File: config.mk
export PLATFORM = sky130hd
export DESIGN_NAME = bcd_timer_ctrl
export DESIGN_NICKNAME = d
export VERILOG_FILES = /design/src/rtl/bcd_timer_pkg.sv /design/src/rtl/bcd_tick_gen.sv /design/src/rtl/bcd_timer_ctrl.sv
export SDC_FILE = /design/constraint.sdc
export NUM_CORES = 1
export LEC_CHECK = 0
export ABC_AREA = 1
export BUFFER_PORTS_ARGS = -buffer_cell sky130_fd_sc_hd__buf_2
export CORE_ASPECT_RATIO = 1.4
export CORE_MARGIN = 4
export CORE_UTILIZATION = 44
export DETAILED_ROUTE_END_ITERATION = 10
export GPL_ROUTABILITY_DRIVEN = 0
export PLACE_DENSITY = 0.75
export SKIP_CTS_REPAIR_TIMING = 1
export SYNTH_ARGS = -nofsm -noshare
export SYNTH_HDL_FRONTEND = slang
export SYNTH_SLANG_ARGS = --single-unit
File: constraint.sdc
create_clock -name CLK -period 1.4 [get_ports CLK]
set_input_delay 0.07 -clock CLK [delete_from_list [all_inputs] [get_ports CLK]]
set_output_delay 0.07 -clock CLK [all_outputs]
set_load 0.02 [all_outputs]
File: src/rtl/bcd_timer_pkg.sv
// -----------------------------------------------------------------------------
// bcd_timer_pkg
// Shared types and constants for the BCD stopwatch / countdown sequencer.
//   bcd_state_t : sequencer states
//   BCD_W       : bits per BCD digit
//   BCD_MAX     : largest legal BCD digit value
//   bcd_clamp() : saturate a digit to 9
//   bcd_bad()   : flag a non-BCD digit (10..15)
// -----------------------------------------------------------------------------
package bcd_timer_pkg;

  typedef enum logic [2:0] {
    IDLE,
    PRELOAD,
    RUN,
    PAUSE,
    EXPIRE
  } bcd_state_t;

  localparam int         BCD_W   = 4;
  localparam logic [3:0] BCD_MAX = 4'd9;

  function automatic logic [BCD_W-1:0] bcd_clamp(input logic [BCD_W-1:0] v);
    return (v > BCD_MAX) ? BCD_MAX : v;
  endfunction

  function automatic logic bcd_bad(input logic [BCD_W-1:0] v);
    return (v > BCD_MAX);
  endfunction

endpackage

File: src/rtl/bcd_tick_gen.sv
// -----------------------------------------------------------------------------
// bcd_tick_gen
// Prescaler producing one TICK every PRESCALE cycles while RUN is high.
// The count is frozen while RUN is low, so a paused timer resumes mid-period.
// Ports:
//   CLK   in  : clock, rising edge
//   CLR_N in  : synchronous active-low reset (count -> 0)
//   RUN   in  : advance the count this cycle
//   CLEAR in  : force the count to 0 (has priority over RUN)
//   TICK  out : high in the cycle the count sits at PRESCALE-1 with RUN high
// -----------------------------------------------------------------------------
module bcd_tick_gen #(
  parameter int PRESCALE = 100
) (
  input  logic CLK,
  input  logic CLR_N,
  input  logic RUN,
  input  logic CLEAR,
  output logic TICK
);

  localparam int            CW   = $clog2(PRESCALE);
  localparam logic [CW-1:0] LAST = CW'(PRESCALE - 1);

  logic [CW-1:0] cnt_q;

  // NOTE: state registers use non-blocking assignments so every flop samples
  // pre-edge values; blocking here would create order-dependent races.
  always_ff @(posedge CLK) begin
    if (!CLR_N) begin
      cnt_q <= '0;
    end else if (CLEAR) begin
      cnt_q <= '0;
    end else if (RUN) begin
      cnt_q <= (cnt_q == LAST) ? '0 : cnt_q + 1'b1;
    end
  end

  assign TICK = RUN && (cnt_q == LAST);

endmodule

File: src/rtl/bcd_timer_ctrl.sv
// -----------------------------------------------------------------------------
// bcd_timer_ctrl
// Sequencer for a chain of NDIG binary digit counters, turning them into a
// decimal stopwatch (MODE_UP=1) or countdown timer (MODE_UP=0). On every
// prescaled tick it emits one registered cycle of per-digit ENABLE/LOAD/D
// commands plus a shared UP; decimal wrap is done by loading 0 or 9.
//
// Configuration macro: BCD_TIMER_CTRL_WRAP_EN
//   defined   : an all-nines up tick reloads 0000.., pulses DONE, keeps running
//   undefined : an all-nines up tick saturates and expires (DONE, back to IDLE)
//
// Ports:
//   CLK      in  : clock, rising edge
//   CLR_N    in  : synchronous active-low reset
//   START    in  : start from IDLE / resume from PAUSE
//   STOP     in  : pause from RUN / abort from PAUSE (wins over START)
//   MODE_UP  in  : 1 = stopwatch, 0 = countdown (latched on start)
//   PRESET   in  : countdown start value, digit i at [4i+3:4i]
//   Q_IN     in  : current digit values from the counters
//   DIG_EN   out : per-digit ENABLE
//   DIG_LOAD out : per-digit LOAD
//   DIG_UP   out : shared count direction
//   DIG_D    out : per-digit load data
//   DIG_CLR  out : shared counter clear pulse
//   BUSY     out : high in PRELOAD, RUN, PAUSE
//   DONE     out : pulse on expiry or wrap
//   ERR      out : pulse when a non-BCD digit was corrected
// -----------------------------------------------------------------------------
module bcd_timer_ctrl
  import bcd_timer_pkg::*;
#(
  parameter int NDIG     = 4,
  parameter int DWL      = 4,
  parameter int PRESCALE = 100
) (
  input  logic                CLK,
  input  logic                CLR_N,
  input  logic                START,
  input  logic                STOP,
  input  logic                MODE_UP,
  input  logic [NDIG*DWL-1:0] PRESET,
  input  logic [NDIG*DWL-1:0] Q_IN,
  output logic [NDIG-1:0]     DIG_EN,
  output logic [NDIG-1:0]     DIG_LOAD,
  output logic                DIG_UP,
  output logic [NDIG*DWL-1:0] DIG_D,
  output logic                DIG_CLR,
  output logic                BUSY,
  output logic                DONE,
  output logic                ERR
);

  bcd_state_t          state_q;
  logic                mode_q;
  logic [NDIG-1:0]     dig_en_q;
  logic [NDIG-1:0]     dig_load_q;
  logic                dig_up_q;
  logic [NDIG*DWL-1:0] dig_d_q;
  logic                dig_clr_q;
  logic                busy_q;
  logic                done_q;
  logic                err_q;

  logic                tick;
  logic                run_cnt;
  logic                clr_cnt;

  // Per-digit tick command, derived from Q_IN and the latched mode.
  logic [NDIG-1:0]     is_bad;
  logic [NDIG-1:0]     is_zero;
  logic [NDIG-1:0]     is_nine;
  logic [NDIG-1:0]     prop;      // digit passes carry/borrow upward
  logic [NDIG-1:0]     chain;     // every lower digit propagates
  logic [NDIG-1:0]     tick_en;
  logic [NDIG-1:0]     tick_load;
  logic [NDIG*DWL-1:0] tick_d;
  logic [NDIG*DWL-1:0] preload_d;
  logic                all_zero;
  logic                all_nine;

  // STOP gates the prescaler in the same cycle it is sampled, so the count
  // seen at the STOP edge is exactly the one resumed from.
  assign run_cnt = (state_q == RUN) && !STOP;
  assign clr_cnt = (state_q == PRELOAD);

  bcd_tick_gen #(
    .PRESCALE (PRESCALE)
  ) u_tick_gen (
    .CLK   (CLK),
    .CLR_N (CLR_N),
    .RUN   (run_cnt),
    .CLEAR (clr_cnt),
    .TICK  (tick)
  );

  for (genvar i = 0; i < NDIG; i++) begin : g_dig
    logic [DWL-1:0] q;
    assign q = Q_IN[i*DWL +: DWL];

    assign is_bad[i]  = bcd_bad(q);
    assign is_zero[i] = (q == '0);
    assign is_nine[i] = (q == BCD_MAX);

    // A non-BCD digit behaves as 9 (up) or 0 (down) for the digits above it.
    assign prop[i] = is_bad[i] | (mode_q ? is_nine[i] : is_zero[i]);

    if (i == 0) begin : g_lsd
      assign chain[i] = 1'b1;
    end else begin : g_upper
      assign chain[i] = chain[i-1] & prop[i-1];
    end

    // A corrupt digit is always reloaded with 0, enabled or not.
    assign tick_en[i]   = chain[i] | is_bad[i];
    assign tick_load[i] = is_bad[i] | (chain[i] & (mode_q ? is_nine[i] : is_zero[i]));
    assign tick_d[i*DWL +: DWL] =
      (tick_load[i] && !is_bad[i] && !mode_q) ? BCD_MAX : '0;

    assign preload_d[i*DWL +: DWL] = MODE_UP ? '0 : bcd_clamp(PRESET[i*DWL +: DWL]);
  end

  assign all_zero = &is_zero;
  assign all_nine = &is_nine;

  always_ff @(posedge CLK) begin
    if (!CLR_N) begin
      state_q    <= IDLE;
      mode_q     <= 1'b0;
      dig_en_q   <= '0;
      dig_load_q <= '0;
      dig_up_q   <= 1'b0;
      dig_d_q    <= '0;
      dig_clr_q  <= 1'b1;
      busy_q     <= 1'b0;
      done_q     <= 1'b0;
      err_q      <= 1'b0;
    end else begin
      // Command outputs are single-cycle pulses: cleared every cycle unless
      // the branch below asserts them.
      dig_en_q   <= '0;
      dig_load_q <= '0;
      dig_up_q   <= 1'b0;
      dig_d_q    <= '0;
      dig_clr_q  <= 1'b0;
      done_q     <= 1'b0;
      err_q      <= 1'b0;

      case (state_q)
        IDLE: begin
          if (START && !STOP) begin
            mode_q     <= MODE_UP;
            state_q    <= PRELOAD;
            dig_en_q   <= '1;
            dig_load_q <= '1;
            dig_d_q    <= preload_d;
            busy_q     <= 1'b1;
          end
        end

        PRELOAD: begin
          state_q <= RUN;
        end

        RUN: begin
          if (STOP) begin
            state_q <= PAUSE;
          end else if (tick) begin
            if (!mode_q && all_zero) begin
              state_q <= EXPIRE;
              done_q  <= 1'b1;
              busy_q  <= 1'b0;
            end else if (mode_q && all_nine) begin
`ifdef BCD_TIMER_CTRL_WRAP_EN
              dig_en_q   <= '1;
              dig_load_q <= '1;
              dig_up_q   <= 1'b1;
              dig_d_q    <= '0;
              done_q     <= 1'b1;
`else
              state_q <= EXPIRE;
              done_q  <= 1'b1;
              busy_q  <= 1'b0;
`endif
            end else begin
              dig_en_q   <= tick_en;
              dig_load_q <= tick_load;
              dig_up_q   <= mode_q;
              dig_d_q    <= tick_d;
              err_q      <= |is_bad;
            end
          end
        end

        PAUSE: begin
          if (STOP) begin
            state_q   <= IDLE;
            dig_clr_q <= 1'b1;
            busy_q    <= 1'b0;
          end else if (START) begin
            state_q <= RUN;
          end
        end

        EXPIRE: begin
          state_q <= IDLE;
        end

        default: begin
          state_q <= IDLE;
          busy_q  <= 1'b0;
        end
      endcase
    end
  end

  assign DIG_EN   = dig_en_q;
  assign DIG_LOAD = dig_load_q;
  assign DIG_UP   = dig_up_q;
  assign DIG_D    = dig_d_q;
  assign DIG_CLR  = dig_clr_q;
  assign BUSY     = busy_q;
  assign DONE     = done_q;
  assign ERR      = err_q;

endmodule
==> results.ini <==
[timing]
rsz0062_at_grt=yes
report.final.setup_viol=7
max_freq_mhz=680.8
period_needed_ps=1469
setup_ws_ps=-68.75
finClkSkew_ps=6.199
finalMaxSlewViolations=0
tightest_slew_ps=362.7
maxSlewHeadroom_pct=75.76
hold_viol=0
fin_crit_sh_pct=104.9

[clock_tree]
tritoncts=yes
cts_made_buffers=5
clock_path_buffers=2
cts_max_level=2
clk_pin_slew_ps=70
clock_latency_ps=290
clockRootBuffer=clkbuf_8
cts_sinks=40

[synth]
ys_ff_latch=40
ys_top_cells_by_area=dfxtp_1 (42%), nand2_1 (9.3%), nor2_1 (8.7%)
synthArstFlopShare_pct=0
synth_cell_types=29
seq_area_frac_synth_pct=42.36
syn-num-nets=307
synth_ff_type=dfxtp_1
netlist_instances=269
syn_avg_cell_area_um2=7.028
synth_top_area_cell=dfxtp_1
ys_warn_count=0
yosysTopAreaCellShare_pct=42.36
synth-edff-count=0
netlist_area_um2=1891

[route]
ant_nets=0
post_drt_wl_per_cell_um=11.88
routed_via_density=5.114
via_count=2112
first_pass_iters=4
drc_errors=0
drt_iter0_drc=139
drt_wl_total_mm=4.905

[setup_path]
crit_end=DIG_D[12]$_SDFF_PN0_
worst_setup_path_start_kind=register
crit_fanout=4
cp_data_arrival_time_ps=1690
worstReg2RegStart=state_q[2]$_SDFFE_PN0P_
r2r_setup_slack_ps=-70
rr_worst_depth=9
cp.required_ps=1620
critical_path_class=reg2reg
cp-end-kind=register
cp-startpoint=state_q[2]$_SDFFE_PN0P_
reg2reg_to=DIG_D[12]$_SDFF_PN0_

[global_routing]
antenna_found_initial=0
grt_max_degree=13
grt_pass1_vias=1948
grt_usage_pct=17.65
overflow=0
grt_pass1_wl_mm=7.797

[die]
die_area_um2=5425
num_rows=27
dieWidth_um=63.40
core_region_area_um2=4054
io_pins=66
die_y_um=85.56
start_util_pct=46.64

[final_layout]
fin_util_pct=66.17
regArea_um2=805.8
drive_above_1_share_pct=35.14
fin_nets=407
n_antenna_cell=0
n_fill_cell=332
multi_input_area_um2=972.2
layoutNonFillerInstCount=413
area_delta_synth_final_pct=41.89

[place]
post-dp-hpwl_mm=3.791
dp.cells=396
port_buffers=65

[worst_hold_path]
hp-class=in2reg

[power_and_ir_drop]
leakage_nw=1.394
powerDensity_nw_per_um2=1102
vdd_drop_max_v=0.0006116
total_power_w=0.002957

[outcome]
status=finished with violations
failed_checks=setup timing

[flow_run]
drv_cap=0

[cells in the final DEF, fill, tap and decap left out, types with 2 or more instances in the layout]
master	synthesis	layout
nor2_8	2	2
inv_1	43	43
buf_2	3	65
dfxtp_2	0	4
nor4_1	5	4
nor2_4	2	3
dlygate4sd3_1	0	4
nor2_1	44	40
a21oi_2	2	4
nand2_4	1	2
nand3_1	21	20
o21ai_0	9	9
dfxtp_1	40	36
nand4_1	8	8
buf_4	0	26
nor3_1	7	7
a21oi_1	19	17
nand2_1	47	43
clkbuf_8	0	5
nor2_2	0	3
nand2_2	2	5
[cell usage after synthesis (all sizes together) (2+ instances only)]
cell type and count:
nand4 8, a211oi 2, inv 45, o21ai 10
nand2 50, nor3 7, nor2 48, nor4 5
a21oi 21, buf 3, dfxtp 40, nand3 21
[logic make-up after synthesis]
family / after synthesis / share of synthesized area, %
XOR/XNOR: 1 / 0.4634
AO/OA/AOI/OAI: 37 / 11.12
flip-flops: 40 / 42.36
buffers and inverters: 48 / 9.861
adder cells (fa/ha/maj): 1 / 0.6617
AND/OR/NAND/NOR: 142 / 35.54
[sequential cells by signal (all words and copies together), names as in the netlist, 3 cells and up]
signal / flops
DIG_D: 16
u_tick_gen.cnt_q: 7
state_q: 3
DIG_LOAD: 4
DIG_EN: 4
[metal layers]
| metal | track usage (%) | wire, um | vias up |
|---|---|---|---|
| met2 | 32.89 | 2540 | 80 |
| met1 | 18.26 | 1888 | 945 |
| li1 | - | - | 1073 |
| met3 | 5.242 | 365 | 14 |
| met4 | 6.876 | 111 | 0 |
| met5 | 0 | 0 | - |
[power by group]
| group | leakage (nW) | internal, W | switching (W) | total [W] |
|---|---|---|---|---|
| sequential | 0.326 | 0.00120 | 0.0000405 | 0.00124 |
| clock | 0.0552 | 0.000528 | 0.000383 | 0.000911 |
| combinational | 1.01 | 0.000343 | 0.000463 | 0.000807 |
| total | 1.39 | 0.00207 | 0.000887 | 0.00296 |
[critical path: stages (launching register included)]
cell and delay, ps:
dfxtp_2 350, nor2_4 160, nand2_4 90, nor2_8 130, inv_4 60, nor2_8 120, nand3_2 120, nor2_2 150
nand2_2 80, a21oi_2 130
[cell type report]
cell class	instances	area share [%]
Clock buffer	6	2.705
Timing Repair Buffer	96	21.32
Inverter	45	6.390
Clock inverter	2	1.306
Sequential cell	40	30.04
Multi-Input combinational cell	181	36.24
Tap cell	43	2.006
[worst min-delay path by stage]
stage / startpoint / endpoint / cells after the start
after floorplan: PRESET[15] / DIG_D[14]$_SDFF_PN0_ / 1
after global placement: PRESET[3] / DIG_D[2]$_SDFF_PN0_ / 2
after detailed placement: PRESET[3] / DIG_D[2]$_SDFF_PN0_ / 2
after CTS: PRESET[3] / DIG_D[2]$_SDFF_PN0_ / 2
after global routing: PRESET[2] / DIG_D[2]$_SDFF_PN0_ / 3
final: PRESET[2] / DIG_D[2]$_SDFF_PN0_ / 3
[per-stage QoR]
step / worst slack (ps) / area (um^2) / setup TNS (ps) / hold slack (ps)
after global routing: -154.4 / 2683 / -2309 / 7.271
after detailed placement: -81.23 / 2425 / -365.8 / 276.9
after global placement: -36.40 / 2425 / -80.43 / 275.8
after floorplan: 14.51 / 1896 / 0 / 146.7
final: -68.75 / 2683 / -233.3 / 8.399
after CTS: -107.6 / 2532 / -666.1 / -35.18
(Power assumes the default switching activity.)
